[src/rtl/instr_prefetch_unit.sv]
// Instruction prefetch unit: issues word fetches to a variable-latency instruction memory and
// buffers {pc, word} pairs in a small FIFO presented to decode through a valid/ready handshake.
module instr_prefetch_unit #(
  parameter logic [31:0] RESET_PC = 32'h0000_0000,
  parameter int unsigned DEPTH    = 4,
  parameter int unsigned PTR_W    = $clog2(DEPTH)
) (
  input  logic        CLK,
  input  logic        RST,
  output logic        imem_req,
  output logic [31:0] imem_addr,
  input  logic        imem_ack,
  input  logic [31:0] imem_rdata,
  input  logic        redirect,
  input  logic [31:0] redirect_pc,
  output logic        instr_valid,
  output logic [31:0] instr,
  output logic [31:0] instr_pc,
  input  logic        instr_ready
);

  localparam logic [1:0] StIdle  = 2'd0;
  localparam logic [1:0] StFetch = 2'd1;
  localparam logic [1:0] StDrain = 2'd2;

  localparam logic [PTR_W:0] DepthCnt = (PTR_W + 1)'(DEPTH);

  logic [1:0]       state_q, state_d;
  logic [31:0]      fetch_pc_q, fetch_pc_d;
  logic [31:0]      addr_q, addr_d;
  logic [PTR_W:0]   count_q, count_d, count_next;
  logic [PTR_W-1:0] rd_ptr_q, rd_ptr_d;
  logic [PTR_W-1:0] wr_ptr_q, wr_ptr_d;

  logic [31:0] mem_instr_q [DEPTH];
  logic [31:0] mem_pc_q    [DEPTH];

  logic push;
  logic pop;
  logic space;

  assign instr_valid = (count_q != '0);
  assign instr       = mem_instr_q[rd_ptr_q];
  assign instr_pc    = mem_pc_q[rd_ptr_q];
  assign imem_req    = (state_q != StIdle);
  assign imem_addr   = addr_q;

  // Redirect kills both the returning word and any consumer pop in the same cycle.
  assign push = (state_q == StFetch) && imem_ack && !redirect;
  assign pop  = instr_valid && instr_ready && !redirect;

  // A same-cycle pop frees a slot for the space check.
  assign count_next = count_q + (PTR_W + 1)'(push) - (PTR_W + 1)'(pop);
  assign space      = (count_next < DepthCnt);

  always_comb begin
    state_d    = state_q;
    fetch_pc_d = fetch_pc_q;
    addr_d     = addr_q;

    if (redirect) begin
      fetch_pc_d = redirect_pc & ~32'h0000_0003;
    end

    unique case (state_q)
      StIdle: begin
        if (!redirect && space) begin
          state_d = StFetch;
        end
      end
      StFetch: begin
        if (redirect) begin
          state_d = imem_ack ? StIdle : StDrain;
        end else if (imem_ack) begin
          fetch_pc_d = fetch_pc_q + 32'd4;
          state_d    = space ? StFetch : StIdle;
        end
      end
      StDrain: begin
        // The outstanding handshake must complete; its word is discarded.
        if (imem_ack) begin
          state_d = StIdle;
        end
      end
      default: state_d = StIdle;
    endcase

    // A new request always targets the updated fetch address; a draining one keeps its address.
    if (state_d == StFetch) begin
      addr_d = fetch_pc_d;
    end
  end

  always_comb begin
    count_d  = count_next;
    rd_ptr_d = rd_ptr_q + PTR_W'(pop);
    wr_ptr_d = wr_ptr_q + PTR_W'(push);
    if (redirect) begin
      count_d  = '0;
      rd_ptr_d = '0;
      wr_ptr_d = '0;
    end
  end

  always_ff @(posedge CLK) begin
    if (RST) begin
      state_q    <= StIdle;
      fetch_pc_q <= RESET_PC;
      addr_q     <= RESET_PC;
      count_q    <= '0;
      rd_ptr_q   <= '0;
      wr_ptr_q   <= '0;
    end else begin
      state_q    <= state_d;
      fetch_pc_q <= fetch_pc_d;
      addr_q     <= addr_d;
      count_q    <= count_d;
      rd_ptr_q   <= rd_ptr_d;
      wr_ptr_q   <= wr_ptr_d;
    end
  end

  // Storage needs no reset: entries are only observed while count is nonzero.
  always_ff @(posedge CLK) begin
    if (push) begin
      mem_instr_q[wr_ptr_q] <= imem_rdata;
      mem_pc_q[wr_ptr_q]    <= fetch_pc_q;
    end
  end

endmodule
[config.mk]
export PLATFORM = sky130hd
export DESIGN_NAME = instr_prefetch_unit
export DESIGN_NICKNAME = d
export VERILOG_FILES = /design/src/rtl/instr_prefetch_unit.sv
export SDC_FILE = /design/constraint.sdc
export NUM_CORES = 1
export LEC_CHECK = 0
export CELL_PAD_IN_SITES_DETAIL_PLACEMENT = 1
export CELL_PAD_IN_SITES_GLOBAL_PLACEMENT = 2
export CORE_MARGIN = 5
export CORE_UTILIZATION = 45
export CTS_BUF_LIST = sky130_fd_sc_hd__clkbuf_8
export DETAILED_ROUTE_END_ITERATION = 6
export PLACE_DENSITY = 0.87
export SYNTH_ARGS = -nofsm -noshare
export SYNTH_HDL_FRONTEND = slang
export SYNTH_SLANG_ARGS = --single-unit
[constraint.sdc]
create_clock -name CLK -period 17 [get_ports CLK]
set_clock_uncertainty 0.15 [all_clocks]
set_input_delay 1.7 -clock CLK [delete_from_list [all_inputs] [get_ports CLK]]
set_output_delay 1.7 -clock CLK [all_outputs]
set_load 0.05 [all_outputs]
==> summary.md <==
| Metric | Value |
|---|---|
| Status | `complete, no violations` |
| Worst hold path class | `reg -> reg` |
| Post-synth EDFFs | `approximately 260` |
| Reg clk slew, reported paths | `roughly 60 ps` |
| Most frequent cells after synthesis | `edfxtp_1 (256), dfxtp_1 (73), mux4_2 (64), nor2_1 (57), nand2_1 (22)` |
| Synth Instances | `~710` |
| Area of the multi-input gates | `approximately 3300 µm²` |
| Top-count cell post-synth | `edfxtp_1` |
| Dpl cell area | `~15,000 µm²` |
| Clock root buffer | `clkbuf_8` |
| DR iter-0 viols | `480` |
| Clock Tree Buf Depth | `3` |
| Slew @ Worst Pin | `1070 ps` |
| Setup Viol. Count Final | `0` |
| Vias | `between 7,000 and 8,000` |
| WL per Instance | `approximately 22 µm` |
| Filler instances | `approximately 2,600` |
| CP endpoint kind | `output pin` |
| DRT Wirelength | `just under 30 mm` |
| Psw | `0.369 mW` |
| Synth top area share | `0.610` |
| Die H | `177 µm` |
| Initial antenna violation count | `1` |
| GRT overflow | `0` |
| # IOs | `roughly 170` |
| Final Total Pwr | `roughly 1.6 mW` |
| Length of the first detailed-routing pass in iterations | `4` |
| Synth Net Count | `a little under 800` |
| Crit path time final | `5250 ps` |
| RSZ-0062 raised after global routing | `no` |
| Switching Share | `0.228` |
| Leak | `roughly 5.2 nW` |
| Worst-path fanout max | `42` |
| CP Launch Type | `flip-flop` |
| Setup CP Type | `reg -> out` |
| Fin nets | `approximately 1,000` |
| Average via count per standard cell | `roughly 5.4` |
| F_max | `around 190 MHz` |
| Part of the Yosys area used for sequential elements | `0.726` |
| Initial core utilization | `0.455` |
| Total GRT Usage | `0.189` |
| Antenna-violating nets left | `0` |
| Largest net degree at the start of global routing | `66` |
| Final period util | `0.309` |
| Ys flop type | `edfxtp_1` |
| Avg Cell Area, Syn | `17.6 µm²` |
| Seq. cell area | `a little over 9000 µm²` |
| Synth Cell Area | `approximately 13,000 µm²` |
| Met2 global-route usage | `0.309` |
| Vias in the first global route | `between 7,000 and 8,000` |
| Synth warn | `0` |
| Yosys reg bits | `between 300 and 400` |
| Count of hold-fix buffers inserted at cts | `0` |
| # port buffers | `164` |
| Post-route cell area | `approximately 16,000 µm²` |
| Met1 Use GR | `0.253` |
| Ys async rst share | `0` |
| Die W | `177 µm` |
| Final hold vios | `0` |
| Diode count | `0` |
| Maximum vdd ir drop | `0.0531 mV` |
| First-pass GRT wire length | `approximately 46 mm` |
| Die area | `around 31,000 µm²` |
| Crit path DAT | `roughly 3400 ps` |
| Reg power frac | `0.554` |
| Synth area leader | `edfxtp_1` |
| CTS sink cnt | `329` |
| Worst slew margin | `0.287` |
| Met3 Use GR | `0.0545` |
| Synth unique cells | `62` |
| Power share of the clock group | `0.382` |
| RD Place Congestion | `0.723` |
| Logic pwr share | `0.064` |
| Cts repair resizes | `0` |
| Clk Latency, worst-skew pair | `about 560 ps` |
| Ratio of cells with drive above 1 in the final layout | `0.168` |
| Required time worst endpoint | `15,150 ps` |
| H-Tree Depth | `2` |
| Power Density | `a little over 100 nW/µm²` |
| Most Crowded Layer GR | `met2` |
| Top cells by area, synth | `edfxtp_1 (61%), dfxtp_1 (12%), mux4_2 (11%)` |
| Max_cap viols | `0` |
| Core box area | `between 20,000 and 30,000 µm²` |
| CTS tree | `done` |
| CTS buffer count | `53` |
| Fin Setup TNS | `0 ps` |
| FP Rows | `just over 60` |
| Internal power | `about 1.2 mW` |
| # DRC | `0` |
| Setup Fix Bufs, Post-CTS | `0` |
| P&R area growth vs syn | `24.0%` |
| Post-DP HPWL | `roughly 18 mm` |
| Count of final max-slew check failures | `0` |
## power groups by stage
| stage | Clock (mW) | Sequential, mW | Combinational (mW) |
|---|---|---|---|
| global route | 0.683 | 0.898 | 0.110 |
| floorplan | 0 | 0.925 | 0.0415 |
| CTS | 0.640 | 0.896 | 0.104 |
| detailed placement | 0 | 0.913 | 0.104 |
| global placement | 0 | 0.911 | 0.102 |
| finish | 0.618 | 0.896 | 0.103 |
## worst max-delay path, stage by stage, from the launching register on
cell	delay, ps
dfxtp_4	680
buf_4	770
mux4_2	600
clkdlybuf4s50_1	770
## per-stage QoR
stage	worst slack (ps)	utilization	hold slack (ps)	cells
2_1_floorplan	9570	-	302	714
5_1_grt	11420	0.564	331	1324
4_1_cts	11570	0.564	319	1324
3_3_place_gp	11510	0.529	296	1228
6_report	11750	0.564	313	1324
3_5_place_dp	11460	0.529	297	1228
## state kept, by name (all words and copies together) (netlist names)
register     flops
mem_instr_q    128
mem_pc_q       128
fetch_pc_q      32
imem_addr       32
count_q          3
rd_ptr_q         2
state_q          2
wr_ptr_q         2
## cell families after synthesis
kind of cell	share of synthesized area
mux	0.119
buf+inv	0.0169
flops	0.726
compound gates	0.0469
xor+xnor	0.0186
fa+ha+maj	0.00457
simple gates	0.0675
## path summary, 6_finish.rpt
kind / from / to / slack, ps / cells after the start
worst max-delay path: rd_ptr_q[0] / instr_pc[26] / 11750 / 3
worst min-delay path: imem_addr[6] / imem_addr[6] / 310 / 1
worst max register to register: state_q[0] / imem_addr[22] / 13490 / 11
worst min register to register: imem_addr[6] / imem_addr[6] / 310 / 1
## placed cells by master (no fill, tap or decap), drive strengths merged, types with 7 or more instances in the layout
| cell | netlist | routed |
|---|---|---|
| a211oi | 12 | 12 |
| a21oi | 11 | 11 |
| buf | 18 | 10 |
| clkbuf | 20 | 58 |
| clkdlybuf4s50 | 0 | 164 |
| clkinv | 1 | 10 |
| dfxtp | 73 | 73 |
| edfxtp | 256 | 256 |
| inv | 11 | 38 |
| mux4 | 64 | 64 |
| nand2 | 22 | 22 |
| nand3 | 18 | 18 |
| nand4 | 13 | 13 |
| nor2 | 58 | 58 |
| nor3 | 12 | 12 |
| nor4 | 7 | 7 |
| o21ai | 10 | 10 |
| o2bb2ai | 16 | 16 |
| xnor2 | 9 | 9 |
| xor2 | 15 | 15 |
## final cells by class
class                      instances  area share
clock inverter                    38      0.0113
multi-input combinational        335       0.209
clock buffer                      58      0.0511
sequential                       329       0.586
inverter                          12     0.00288
timing repair buffer             174       0.110
tap                              378      0.0303
## metal layers
layer | part of all wire | wire [µm]
met5 | 0.00045 | 13
met4 | 0.012 | 346
met3 | 0.077 | 2220
met2 | 0.48 | 13900
met1 | 0.43 | 12500
Power figures use the tool's default switching activity.
